### src/rtl/analog_sar_pkg.sv
// Shared state encoding and default sizing for the SAR ADC sequencer.
package analog_sar_pkg;

  localparam int DEF_NBITS         = 8;
  localparam int DEF_NCH           = 6;
  localparam int DEF_SAMPLE_CYCLES = 4;
  localparam int DEF_SETTLE_CYCLES = 2;

  typedef enum logic [2:0] {
    ST_IDLE,
    ST_SAMPLE,
    ST_SETTLE,
    ST_STROBE,
    ST_DECIDE,
    ST_DONE
  } sar_state_t;

  function automatic int max2(input int a, input int b);
    return (a > b) ? a : b;
  endfunction

endpackage

### src/rtl/rr_chan_picker.sv
// Combinational round-robin pick: first enabled channel at or after ptr, wrapping modulo NCH.
module rr_chan_picker #(
  parameter int NCH = 6,
  parameter int CW  = (NCH > 1) ? $clog2(NCH) : 1
) (
  input  logic [NCH-1:0] mask,
  input  logic [CW-1:0]  ptr,
  output logic [CW-1:0]  idx,
  output logic           found
);

  logic [CW-1:0]  cand [NCH];
  logic [NCH-1:0] hit;

  // cand[gi] is the channel gi positions after ptr
  for (genvar gi = 0; gi < NCH; gi++) begin : g_cand
    logic [CW:0] sum;
    assign sum       = {1'b0, ptr} + (CW+1)'(gi);
    assign cand[gi]  = (sum >= (CW+1)'(NCH)) ? CW'(sum - (CW+1)'(NCH)) : CW'(sum);
    assign hit[gi]   = mask[cand[gi]];
  end

  always_comb begin
    idx   = '0;
    found = 1'b0;
    for (int k = NCH - 1; k >= 0; k--) begin
      if (hit[k]) begin
        idx   = cand[k];
        found = 1'b1;
      end
    end
  end

endmodule

### src/rtl/analog_sar_sequencer.sv
// Round-robin SAR conversion sequencer: tracks a channel, then binary-searches the cap-DAC code.
module analog_sar_sequencer
  import analog_sar_pkg::*;
#(
  parameter int NBITS         = DEF_NBITS,
  parameter int NCH           = DEF_NCH,
  parameter int SAMPLE_CYCLES = DEF_SAMPLE_CYCLES,
  parameter int SETTLE_CYCLES = DEF_SETTLE_CYCLES,
  localparam int CW           = (NCH > 1) ? $clog2(NCH) : 1
) (
  input  logic             clk,
  input  logic             rst_n,
  input  logic             ena,
  input  logic             start,
  input  logic             continuous,
  input  logic             abort,
  input  logic [NCH-1:0]   chan_en,
  input  logic             comp_in,
  output logic [NCH-1:0]   chan_sel,
  output logic             sample_en,
  output logic [NBITS-1:0] dac_code,
  output logic             comp_strobe,
  output logic [NBITS-1:0] result,
  output logic [CW-1:0]    result_chan,
  output logic             result_valid,
  output logic             busy
);

  localparam int BW   = (NBITS > 1) ? $clog2(NBITS) : 1;
  localparam int MAXC = max2(SAMPLE_CYCLES, SETTLE_CYCLES);
  localparam int CNTW = (MAXC > 1) ? $clog2(MAXC) : 1;

  sar_state_t      state;
  logic [CNTW-1:0] cnt;
  logic [BW-1:0]   bit_idx;
  logic [CW-1:0]   ch;
  logic [CW-1:0]   ptr;

  logic [CW-1:0]    pick_idx;
  logic             pick_found;
  logic [NBITS-1:0] code_kept;
  logic [BW-1:0]    bit_dn;
  logic [CW-1:0]    ch_after;
  logic             launch;

  rr_chan_picker #(.NCH(NCH), .CW(CW)) u_picker (
    .mask  (chan_en),
    .ptr   (ptr),
    .idx   (pick_idx),
    .found (pick_found)
  );

  // Trial bit survives only if the comparator says Vin >= Vdac
  always_comb begin
    code_kept = dac_code;
    if (!comp_in) code_kept[bit_idx] = 1'b0;
  end

  assign bit_dn   = bit_idx - BW'(1);
  assign ch_after = (ch == CW'(NCH - 1)) ? '0 : ch + CW'(1);
  assign launch   = pick_found &&
                    (((state == ST_IDLE) && start) || ((state == ST_DONE) && continuous));

  always_ff @(posedge clk or negedge rst_n) begin
    if (!rst_n) begin
      state        <= ST_IDLE;
      cnt          <= '0;
      bit_idx      <= '0;
      ch           <= '0;
      ptr          <= '0;
      chan_sel     <= '0;
      sample_en    <= 1'b0;
      dac_code     <= '0;
      comp_strobe  <= 1'b0;
      result       <= '0;
      result_chan  <= '0;
      result_valid <= 1'b0;
      busy         <= 1'b0;
    end else begin
      result_valid <= 1'b0;
      comp_strobe  <= 1'b0;
      if (abort || !ena) begin
        state     <= ST_IDLE;
        busy      <= 1'b0;
        chan_sel  <= '0;
        sample_en <= 1'b0;
        dac_code  <= '0;
      end else if (launch) begin
        state     <= ST_SAMPLE;
        busy      <= 1'b1;
        ch        <= pick_idx;
        chan_sel  <= NCH'(1) << pick_idx;
        sample_en <= 1'b1;
        dac_code  <= '0;
        cnt       <= CNTW'(SAMPLE_CYCLES - 1);
      end else begin
        case (state)
          ST_SAMPLE: begin
            if (cnt == '0) begin
              state     <= ST_SETTLE;
              sample_en <= 1'b0;
              bit_idx   <= BW'(NBITS - 1);
              dac_code  <= NBITS'(1) << (NBITS - 1);
              cnt       <= CNTW'(SETTLE_CYCLES - 1);
            end else begin
              cnt <= cnt - CNTW'(1);
            end
          end
          ST_SETTLE: begin
            if (cnt == '0) begin
              state       <= ST_STROBE;
              comp_strobe <= 1'b1;
            end else begin
              cnt <= cnt - CNTW'(1);
            end
          end
          ST_STROBE: state <= ST_DECIDE;
          ST_DECIDE: begin
            if (bit_idx == '0) begin
              // The result is published as DONE is entered, so an abort here suppresses it
              state        <= ST_DONE;
              dac_code     <= code_kept;
              result       <= code_kept;
              result_chan  <= ch;
              result_valid <= 1'b1;
              ptr          <= ch_after;
            end else begin
              state    <= ST_SETTLE;
              bit_idx  <= bit_dn;
              dac_code <= code_kept | (NBITS'(1) << bit_dn);
              cnt      <= CNTW'(SETTLE_CYCLES - 1);
            end
          end
          ST_DONE: begin
            state     <= ST_IDLE;
            busy      <= 1'b0;
            chan_sel  <= '0;
            sample_en <= 1'b0;
            dac_code  <= '0;
          end
          default: ;
        endcase
      end
    end
  end

endmodule
### config.mk
export PLATFORM = sky130hd
export DESIGN_NAME = analog_sar_sequencer
export DESIGN_NICKNAME = d
export VERILOG_FILES = /design/src/rtl/analog_sar_pkg.sv /design/src/rtl/rr_chan_picker.sv /design/src/rtl/analog_sar_sequencer.sv
export SDC_FILE = /design/constraint.sdc
export NUM_CORES = 1
export LEC_CHECK = 0
export ABC_AREA = 1
export BUFFER_PORTS_ARGS = -buffer_cell sky130_fd_sc_hd__buf_2
export CAP_MARGIN = 20
export CORE_ASPECT_RATIO = 1.25
export CORE_MARGIN = 2
export CORE_UTILIZATION = 27
export DETAILED_ROUTE_END_ITERATION = 10
export HOLD_SLACK_MARGIN = 0.12
export PLACE_DENSITY_LB_ADDON = 0.05
export SLEW_MARGIN = 15
export SYNTH_ARGS = -nofsm -noshare
export SYNTH_HDL_FRONTEND = slang
export SYNTH_HIERARCHICAL = 1
export SYNTH_SLANG_ARGS = --single-unit
export TNS_END_PERCENT = 10
### constraint.sdc
create_clock -name clk -period 2.7 [get_ports clk]
set_input_delay 0.135 -clock clk [delete_from_list [all_inputs] [get_ports clk]]
set_output_delay 0.135 -clock clk [all_outputs]
set_load 0.03 [all_outputs]
==> results.ini <==
[hold_path]
holdPathEnd=chan_sel[2]
hold_path_class=in2reg
whs_path_depth=4
min-delay-start=abort

[logic_synthesis]
syn_inst=444
syn_avg_cell_area_sq_um=7.12
ys_types=35
async_reset_ff_share_pct=100
synth_area_sq_um=3160
yosys.area.top_type_share_pct=34.0
yosysWarningCount=6
ys.flop_type=dfrtp_1
netlist_top_cells_area=dfrtp_1, nand2_1, nand3_1, ha_1, inv_1
yosys.area.top_type=dfrtp_1
synth_most_common_cell=nand2_1
synth_edf_count=0
ys_seq_elements=43
synth_nets=472
synth_common_cells=nand2_1, inv_1, dfrtp_1, nand3_1, nor2_1
yosysSeqAreaShare_pct=34.0

[sta]
fin_skew_ns=0.00341
tightest_slew_ns=0.362
min_period_over_period_pct=90.8
holdWs_ns=0.216
finalCriticalPeriod_ns=2.45
slew_viol_final=0
finalSetupViolations=0
relSlewSlack_pct=75.2
setup_slack_ns=0.249
fmax_ghz=0.408
finalHoldViolations=0

[grt]
grt_use_total_pct=14.2
grt_pass1_wl_microns=14000
grt_max_degree=44
antenna_found_initial=0
grt-ovfl-total=0
first_global_vias=2813

[worst_setup_path]
start_kind=register
path_max_fanout=7
required_ns=2.92
crit_path_end_kind=register
worstReg2RegStart=ptr[1]
critPathKind=reg2reg
r2r_end=chan_sel[2]
rr_worst_depth=15
cp.arrival_ns=2.67
reg2reg_slack_ns=0.25

[layout]
layout-drive-gt1-share_pct=28.7
nFillCells=1268
num_antenna_cells=0
regArea_sq_um=1080
syn_to_final_growth_pct=23.1
final_util_pct=33.8
multi_input_area_sq_um=1890
fin_area_sq_um=3890
fin_nets=533

[power]
power_leakage_nw=2.13
intPower_mw=1.34
combinationalPowerShare_pct=27.4
p_sw_share_pct=34.2
peakVddDrop_uv=245
power.density_nw_per_um2=523
switching_power_mw=0.696
p_clk_share_pct=35.5
seqPwrFrac_pct=37.1

[routing]
vias=2932
drcViolationCount=0
wl_microns=8750
first_iter_violations=91
wl_per_cell_microns=13.6
postRouteAntennaNets=0
first_pass_iters=6
avgViaCountPerCell=4.55

[floorplan]
dieWidth_microns=101
num_rows=44
die_h_microns=125
pin_count=42
initial_core_util_pct=27.5
die-area_sq_um=12600
core_region_area_sq_um=11500

[run_status]
status=complete, no violations

[placement]
io_buffers=41
place_ws_ns=0.101
place_congestion=0.872
placedInstanceArea_sq_um=3560
place_hpwl_microns=6850

[flow_run]
cap_violations=0

[clock_network]
h-tree-depth=2
cts_inserted_buffers=5
clockBufferDepth=2
cts_num_sinks=43
cts_tree=done
clk_pin_slew_ns=0.06
insertion_delay_ns=0.28
root_buffer=clkbuf_16

-- cell families (layout without fill, tap and decap cells) --
group | after synthesis | count (layout) | share of synthesized area, %
flip-flops | 43 | 43 | 34.0
AND/OR/NAND/NOR | 263 | 263 | 39.3
AO/OA/AOI/OAI | 58 | 58 | 11.1
adder cells (fa/ha/maj) | 15 | 15 | 5.94
multiplexers | 1 | 1 | 0.317
XOR/XNOR | 2 | 2 | 0.792
buffers and inverters | 62 | 124 | 8.51
-- cells in the final DEF, fill, tap and decap left out, types with 3 or more instances in the layout --
| cell type | n |
|---|---|
| o21ai_0 | 24 |
| nor2_2 | 4 |
| a21oi_1 | 10 |
| nand3_2 | 7 |
| o21ai_2 | 12 |
| inv_1 | 41 |
| nand2_1 | 143 |
| nand3_1 | 36 |
| ha_1 | 13 |
| nand2_4 | 5 |
| a21boi_0 | 3 |
| dfrtp_1 | 42 |
| inv_2 | 14 |
| nand2_2 | 19 |
| buf_2 | 41 |
| o21ai_1 | 4 |
| nor2_4 | 3 |
| nor2_1 | 29 |
| clkbuf_16 | 5 |
| nand4_1 | 6 |
| buf_4 | 16 |
-- layer usage --
metal | routed length, microns | share of wire (%) | global-route usage (%) | vias up
met2 | 4720 | 54 | 25.6 | 24
met4 | 74 | 0.85 | 4.83 | 0
met1 | 3810 | 44 | 16.7 | 1366
met5 | 0 | 0 | 0 | -
li1 | - | - | - | 1538
met3 | 135 | 1.5 | 2.24 | 4
-- what timing repair did --
item	CTS	global route
buffers inserted	0	6
endpoints found under the hold margin	43	0
hold buffers	1	0
endpoints found under the setup margin	0	23
resized for setup	0	22
-- registers in the layout (all words and copies together) (netlist names) --
name,cells
dac_code,8
result,8
chan_sel,6
bit_idx,3
ch,3
ptr,3
result_chan,3
state,3
cnt,2
busy,1
comp_strobe,1
result_valid,1
sample_en,1
-- power by group through the flow --
stage | combinational [mW] | clock (mW) | sequential [mW]
finish | 0.559 | 0.722 | 0.756
floorplan | 0.399 | 0 | 0.757
CTS | 0.538 | 0.751 | 0.757
global placement | 0.538 | 0 | 0.769
global route | 0.634 | 0.779 | 0.765
detailed placement | 0.535 | 0 | 0.769
-- worst max-delay path: stages (launching register included) --
cell and delay, ns:
dfrtp_1 0.39, buf_4 0.17, ha_1 0.26, a21oi_2 0.21
nand3_1 0.09, nand2_1 0.15, nor2_1 0.05, nor3_1 0.17
nor2_1 0.06, nor2_1 0.14, nand3_2 0.15, nand2_4 0.12
nand2_4 0.07, nor2_4 0.21, nand2_1 0.07, nand2_1 0.06
-- cell type report --
class,count,area share [%]
repair buffers,59,9.13
well taps,138,4.44
flip-flops and latches,43,27.7
multi-input cells,339,48.6
clock inverters,2,0.900
inverters,57,5.63
clock buffers,6,3.57
-- metrics by stage --
stage,cells,total power [mW],setup TNS (ns)
after global placement,628,1.31,0
final,644,2.04,0
after global routing,644,2.18,-0.0260
after detailed placement,628,1.30,0
after floorplan,444,1.16,0
after CTS,637,2.05,0
-- how the worst max path moves through the flow --
stage / from / to / cells past startpoint
2_1_floorplan: ptr[1] / busy / 15
3_3_place_gp: ptr[2] / chan_sel[2] / 15
3_5_place_dp: ptr[2] / busy / 15
4_1_cts: ptr[2] / busy / 15
5_1_grt: ptr[0] / chan_sel[3] / 17
6_report: ptr[1] / chan_sel[2] / 15
(Power assumes the default switching activity.)
